`config.mk`:
```
export PLATFORM = sky130hd
export DESIGN_NAME = j1p
export DESIGN_NICKNAME = d
export VERILOG_FILES = /design/src/rtl/j1p.sv
export SDC_FILE = /design/constraint.sdc
export NUM_CORES = 1
export LEC_CHECK = 0
export BUFFER_PORTS_ARGS = -buffer_cell sky130_fd_sc_hd__buf_2
export CAP_MARGIN = 20
export CORE_ASPECT_RATIO = 0.75
export CORE_MARGIN = 2
export CORE_UTILIZATION = 48
export CTS_CLUSTER_DIAMETER = 60
export CTS_CLUSTER_SIZE = 12
export DETAILED_ROUTE_END_ITERATION = 7
export GPL_ROUTABILITY_DRIVEN = 0
export PLACE_DENSITY_LB_ADDON = 0.2
export SKIP_LAST_GASP = 1
export SLEW_MARGIN = 15
export SYNTH_ARGS = -nofsm -noshare
export SYNTH_HDL_FRONTEND = slang
export SYNTH_SLANG_ARGS = --single-unit
```
`constraint.sdc`:
```
create_clock -name clk -period 9.4 [get_ports clk]
set_input_delay 1.41 -clock clk [delete_from_list [all_inputs] [get_ports clk]]
set_output_delay 1.41 -clock clk [all_outputs]
set_load 0.1 [all_outputs]
```
`src/rtl/j1p.sv`:
```
// J1-style stack processor: 16-bit instructions, data/return stacks in registers,
// stalling IO handshake, level interrupt and a fetch cycle in the upper code half.
module j1p #(
   parameter int unsigned       WIDTH   = 16,
   parameter int unsigned       CODE_AW = 13,
   parameter int unsigned       DDEPTH  = 16,
   parameter int unsigned       RDEPTH  = 16,
   parameter logic [CODE_AW-1:0] IRQ_VEC = {{(CODE_AW-1){1'b1}}, 1'b0}
) (
   input  logic               clk,
   input  logic               resetq,
   input  logic [15:0]        insn_from_memory,
   output logic [CODE_AW-1:0] code_addr,
   output logic [WIDTH-1:0]   mem_addr,
   output logic [WIDTH-1:0]   dout,
   output logic               mem_wr,
   output logic               io_wr,
   output logic               io_rd,
   input  logic [WIDTH-1:0]   io_din,
   input  logic               io_ready,
   input  logic               interrupt,
   output logic               irq_ack,
   output logic               dstk_err
);

   localparam int unsigned DAW = $clog2(DDEPTH);
   localparam int unsigned RAW = $clog2(RDEPTH);

   logic [CODE_AW-1:0] r_pc;
   logic [WIDTH-1:0]   r_st0;
   logic [DAW-1:0]     r_dsp;
   logic [RAW-1:0]     r_rsp;
   logic               r_dstk_err;
   logic               r_booted;
   logic [WIDTH-1:0]   r_dstack [DDEPTH];
   logic [WIDTH-1:0]   r_rstack [RDEPTH];

   logic [15:0]        w_insn;
   logic [WIDTH-1:0]   w_st1;
   logic [WIDTH-1:0]   w_rst0;
   logic [CODE_AW-1:0] w_pc_plus_1;
   logic [CODE_AW-1:0] w_target;
   logic [CODE_AW-1:0] w_ret;
   logic [2:0]         w_func;
   logic [3:0]         w_op;
   logic               w_is_alu;
   logic               w_fetch;
   logic               w_stall;
   logic               w_irq_take;
   logic [WIDTH-1:0]   w_alu;

   logic [CODE_AW-1:0] w_pc_n;
   logic [WIDTH-1:0]   w_st0_n;
   logic [1:0]         w_dd;
   logic [1:0]         w_rd;
   logic               w_tn;
   logic               w_rwe;
   logic [WIDTH-1:0]   w_rdat;
   logic               w_irq_ack;
   logic               w_strobe_ok;
   logic               w_dwe;
   logic [DAW-1:0]     w_dsp_n;
   logic [RAW-1:0]     w_rsp_n;
   logic               w_derr;

   assign w_insn      = insn_from_memory;
   assign w_st1       = r_dstack[r_dsp];
   assign w_rst0      = r_rstack[r_rsp];
   assign w_pc_plus_1 = r_pc + CODE_AW'(1);
   assign w_target    = CODE_AW'(w_insn[12:0]);
   assign w_ret       = w_rst0[CODE_AW:1];
   assign w_func      = w_insn[6:4];
   assign w_op        = w_insn[11:8];
   assign w_is_alu    = (w_insn[15:13] == 3'b011);
   assign w_fetch     = r_pc[CODE_AW-1];

   // IO access not yet acknowledged freezes the whole machine
   assign w_stall    = r_booted & ~w_fetch & w_is_alu &
                       ((w_func == 3'd4) | (w_func == 3'd5)) & ~io_ready;
   assign w_irq_take = r_booted & interrupt & ~w_stall;

   // ALU result; compares use N as left operand
   always_comb begin
      w_alu = r_st0;
      case (w_op)
         4'd0:    w_alu = r_st0;
         4'd1:    w_alu = w_st1;
         4'd2:    w_alu = r_st0 + w_st1;
         4'd3:    w_alu = r_st0 & w_st1;
         4'd4:    w_alu = r_st0 | w_st1;
         4'd5:    w_alu = r_st0 ^ w_st1;
         4'd6:    w_alu = ~r_st0;
         4'd7:    w_alu = {WIDTH{w_st1 == r_st0}};
         4'd8:    w_alu = {WIDTH{$signed(w_st1) < $signed(r_st0)}};
         4'd9:    w_alu = {r_st0[WIDTH-1], r_st0[WIDTH-1:1]};
         4'd10:   w_alu = {r_st0[WIDTH-2:0], 1'b0};
         4'd11:   w_alu = w_rst0;
         4'd12:   w_alu = w_st1 - r_st0;
         4'd13:   w_alu = io_din;
         4'd14:   w_alu = WIDTH'(r_dsp);
         default: w_alu = {WIDTH{w_st1 < r_st0}};
      endcase
   end

   // Next-state decode; priority: reboot, stall, interrupt, fetch, instruction
   always_comb begin
      w_pc_n      = w_pc_plus_1;
      w_st0_n     = r_st0;
      w_dd        = 2'b00;
      w_rd        = 2'b00;
      w_tn        = 1'b0;
      w_rwe       = 1'b0;
      w_rdat      = r_st0;
      w_irq_ack   = 1'b0;
      w_strobe_ok = 1'b0;
      if (!r_booted) begin
         w_pc_n = '0;
      end else if (w_stall) begin
         w_pc_n      = r_pc;
         w_strobe_ok = 1'b1;
      end else if (w_irq_take) begin
         w_pc_n    = IRQ_VEC;
         w_rd      = 2'b01;
         w_rwe     = 1'b1;
         w_rdat    = WIDTH'({r_pc, 1'b0});
         w_irq_ack = 1'b1;
      end else if (w_fetch) begin
         w_st0_n = WIDTH'(w_insn);
         w_dd    = 2'b01;
         w_rd    = 2'b11;
         w_pc_n  = w_ret;
      end else if (w_insn[15]) begin
         w_st0_n = WIDTH'(w_insn[14:0]);
         w_dd    = 2'b01;
      end else begin
         case (w_insn[14:13])
            2'b00: w_pc_n = w_target;
            2'b01: begin
               w_dd    = 2'b11;
               w_st0_n = w_st1;
               if (r_st0 == '0) w_pc_n = w_target;
            end
            2'b10: begin
               w_rd   = 2'b01;
               w_rwe  = 1'b1;
               w_rdat = WIDTH'({w_pc_plus_1, 1'b0});
               w_pc_n = w_target;
            end
            default: begin
               w_st0_n     = w_alu;
               w_dd        = w_insn[1:0];
               w_rd        = w_insn[3:2];
               w_tn        = (w_func == 3'd1);
               w_rwe       = (w_func == 3'd2);
               w_strobe_ok = 1'b1;
               if (w_insn[7]) w_pc_n = w_ret;
            end
         endcase
      end
   end

   assign w_dsp_n = r_dsp + DAW'($signed(w_dd));
   assign w_rsp_n = r_rsp + RAW'($signed(w_rd));
   assign w_dwe   = w_tn | (w_dd == 2'b01);
   assign w_derr  = ((w_dd == 2'b01) & (r_dsp == DAW'(DDEPTH - 1))) |
                    ((w_dd == 2'b11) & (r_dsp == '0)) |
                    ((w_dd == 2'b10) & (r_dsp < DAW'(2)));

   assign code_addr = resetq ? w_pc_n : '0;
   assign mem_addr  = r_st0;
   assign dout      = w_st1;
   assign mem_wr    = resetq & w_strobe_ok & (w_func == 3'd3);
   assign io_wr     = resetq & w_strobe_ok & (w_func == 3'd4);
   assign io_rd     = resetq & w_strobe_ok & (w_func == 3'd5);
   assign irq_ack   = resetq & w_irq_ack;
   assign dstk_err  = r_dstk_err;

   always_ff @(posedge clk or negedge resetq) begin
      if (!resetq) begin
         r_pc       <= '0;
         r_st0      <= '0;
         r_dsp      <= '0;
         r_rsp      <= '0;
         r_dstk_err <= 1'b0;
         r_booted   <= 1'b0;
      end else begin
         r_booted <= 1'b1;
         r_pc     <= w_pc_n;
         r_st0    <= w_st0_n;
         r_dsp    <= w_dsp_n;
         r_rsp    <= w_rsp_n;
         if (w_derr) r_dstk_err <= 1'b1;
      end
   end

   // Stack storage is not reset; writes are idle while not booted
   always_ff @(posedge clk) begin
      if (w_dwe) r_dstack[w_dsp_n] <= r_st0;
      if (w_rwe) r_rstack[w_rsp_n] <= w_rdat;
   end

endmodule
```
==> impl_metrics.env <==
export IMPL_rrSetupSlack_ps=3790
export IMPL_period_share=0.648
export IMPL_synth_nets=1823
export IMPL_violations="DRC"
export IMPL_synth_cell_type_count=104
export IMPL_cp_required_ps=7990
export IMPL_cts_root_buf="clkbuf_16"
export IMPL_initial_core_util=0.484
export IMPL_tightest_slew_ps=1220
export IMPL_max_freq_ghz=0.164
export IMPL_hold_violations=0
export IMPL_cts_sink_count=551
export IMPL_io_pins=86
export IMPL_die_y_um=207
export IMPL_ant_nets=0
export IMPL_max_slew_margin_rel=0.186
export IMPL_timing_rr_start="r_dsp[0]$_DFF_PN0_"
export IMPL_p_leak_nw=9.84
export IMPL_vias=17400
export IMPL_dp_hpwl_mm=55.1
export IMPL_antenna_found_initial=5
export IMPL_grt_max_degree=57
export IMPL_yosys_most_used_dff="edfxtp_1"
export IMPL_ys_seq_area_frac=0.623
export IMPL_dpl_cell_count=2478
export IMPL_cts_clk_slew_worst_paths_ps=60
export IMPL_cts_hold_buf=0
export IMPL_synth_area_leaders="edfxtp_1, mux4_2, dfrtp_1"
export IMPL_grt_pass1_wl_mm=114
export IMPL_finClkSkew_ps=19.9
export IMPL_drv_slew=0
export IMPL_die_area_mm2=0.0566
export IMPL_numCtsBuffers=55
export IMPL_cp_startpoint="r_rsp[1]$_DFF_PN0_"
export IMPL_post_cts_buffers=0
export IMPL_synthesis_area_mm2=0.0263
export IMPL_cp_end_kind="output port"
export IMPL_crit_type="reg2out"
export IMPL_ctsResizeCount=0
export IMPL_drt_first_pass_iters=8
export IMPL_die_w_um=274
export IMPL_synth_edff_count=512
export IMPL_fin_nets=1908
export IMPL_cp_arrival_ps=4680
export IMPL_worstHoldStart="dstk_err$_DFFE_PN0P_"
export IMPL_powerDensity_mw_per_mm2=374
export IMPL_fin_crit_ps=6090
export IMPL_cp_start_kind="flop"
export IMPL_cts_htree_levels=2
export IMPL_grt_overflow=0
export IMPL_drive_gt1_frac=0.218
export IMPL_vias_per_cell=6.76
export IMPL_tns_ps=0
export IMPL_rows=74
export IMPL_cp_max_fo=56
export IMPL_setup_viol=0
export IMPL_maxCapViolations=0
export IMPL_synth_area_leader_cell="edfxtp_1"
export IMPL_rsz0062_at_grt="false"
export IMPL_yosys_area_top_type_share=0.585
export IMPL_track_usage=0.283
export IMPL_status="finished, violations left"
export IMPL_drc=19
export IMPL_layoutNonFillerInstCount=2579
export IMPL_portBuffers=85
export IMPL_core_area_mm2=0.0543
export IMPL_cts_tree="yes"
export IMPL_hold_path_class="reg2reg"
export IMPL_wl_per_cell_um=31.2
export IMPL_synth_seq_cells=551
export IMPL_ctsLongestPathBuffers=3
export IMPL_synthCells=1728
export IMPL_ir_drop_mv=0.191
export IMPL_grt_pass1_vias=15900
export IMPL_area_growth_pct=10.9
export IMPL_yosys_warnings=0
export IMPL_syn_avg_cell_area_um2=15.2
export IMPL_ys_async_sr_fraction=0.0708
export IMPL_clock_latency_ps=620
export IMPL_drt_first_iter_violations=3183
export IMPL_routed_wl_mm=80.6
[critical path: stages (launching register included)]
cell,delay (ps)
dfrtp_4,1010
buf_4,520
mux2i_1,160
a22o_1,260
a221oi_1,770
nor2_1,90
a21oi_1,200
a21oi_1,200
nor3b_1,310
buf_2,490
[cells by family after synthesis]
logic type               Yosys count  share of synthesized area
AO/OA/AOI/OAI                    371                      0.102
flip-flops                       551                      0.623
AND/OR/NAND/NOR                  376                     0.0776
adder cells (fa/ha/maj)           59                     0.0292
multiplexers                     185                      0.131
buffers and inverters            162                     0.0298
other                              1                   0.000143
XOR/XNOR                          23                    0.00767
[layer usage]
| metal | up-vias | GRT usage | share of wire |
|---|---|---|---|
| li1 | 7148 | - | - |
| met1 | 8858 | 0.442 | 0.43 |
| met2 | 1253 | 0.364 | 0.39 |
| met3 | 179 | 0.113 | 0.15 |
| met4 | 2 | 0.0675 | 0.025 |
| met5 | - | 0 | 0.000087 |
[final timing paths]
check | end | depth (start not counted)
min in group asynchronous | r_booted$_DFF_PN0_ | 2
hold reg to reg | dstk_err$_DFFE_PN0P_ | 2
setup reg to reg | mem_addr[3]$_DFFE_PN0P_ | 11
max in group asynchronous | r_dsp[0]$_DFF_PN0_ | 2
setup / recovery | code_addr[9] | 9
hold / removal | dstk_err$_DFFE_PN0P_ | 2
[cell usage after synthesis, drive strengths merged, types with 14 or more instances]
master,n
a21oi,66
nand4,17
inv,61
mux4,125
buf,57
nand2b,18
o211ai,19
a221oi,25
nor2,108
a31oi,15
and2,15
nand2,68
dfrtp,39
nor2b,17
nand3,26
a22oi,26
nor3,25
mux2i,50
ha,55
clkbuf,44
edfxtp,512
xnor2,18
a211oi,14
o22ai,14
o21ai,76
[registers in the layout (all words and copies together) (netlist names)]
| signal | cells |
|---|---|
| r_dstack | 256 |
| r_rstack | 256 |
| mem_addr | 16 |
| r_pc | 13 |
| r_dsp | 4 |
| r_rsp | 4 |
| dstk_err | 1 |
| r_booted | 1 |
[report_power, final]
| part | leakage [nW] | switching (W) | total (W) | internal [W] |
|---|---|---|---|---|
| Combinational | 3.92 | 0.00383 | 0.00545 | 0.00162 |
| Sequential | 5.14 | 0.000286 | 0.00342 | 0.00313 |
| Clock | 0.779 | 0.000917 | 0.00203 | 0.00111 |
[layout make-up]
class                   instances  area (um2)
clock buffers                  89        1510
repair buffers                129         756
multi-input cells            1015        9240
inverters                      61         229
flip-flops and latches        551       16400
clock inverters                 9         109
diodes                          3        7.51
fillers                      4452       25100
well taps                     722         903
[through the flow]
| step | hold WS, ps | cell area [um2] | setup slack [ps] | power [W] | util |
|---|---|---|---|---|---|
| 3_5_place_dp | 478 | 27500 | 3440 | 0.00872 | 0.507 |
| 2_1_floorplan | 565 | 26300 | 2500 | 0.00712 | - |
| 3_3_place_gp | 484 | 27500 | 3660 | 0.00868 | 0.507 |
| 5_1_grt | 555 | 29100 | 2950 | 0.0112 | 0.537 |
| 6_report | 514 | 29100 | 3310 | 0.0109 | 0.537 |
| 4_1_cts | 495 | 29100 | 3360 | 0.0107 | 0.537 |
[cells in the final DEF (no fill, tap or decap), types with 23 or more instances in the layout]
| cell type | synthesis | routed |
|---|---|---|
| inv_1 | 60 | 60 |
| nor3_1 | 23 | 23 |
| clkbuf_1 | 44 | 33 |
| clkbuf_16 | 0 | 55 |
| nor2_1 | 106 | 74 |
| dfrtp_1 | 39 | 35 |
| nor2_2 | 2 | 34 |
| ha_1 | 55 | 55 |
| mux4_2 | 123 | 123 |
| buf_2 | 32 | 85 |
| a21oi_1 | 64 | 61 |
| edfxtp_1 | 512 | 512 |
| a22oi_1 | 25 | 25 |
| buf_4 | 7 | 44 |
| nand2_1 | 68 | 68 |
| mux2i_1 | 50 | 50 |
| o21ai_0 | 58 | 58 |
| nand3_1 | 26 | 26 |
(Power assumes the default switching activity.)
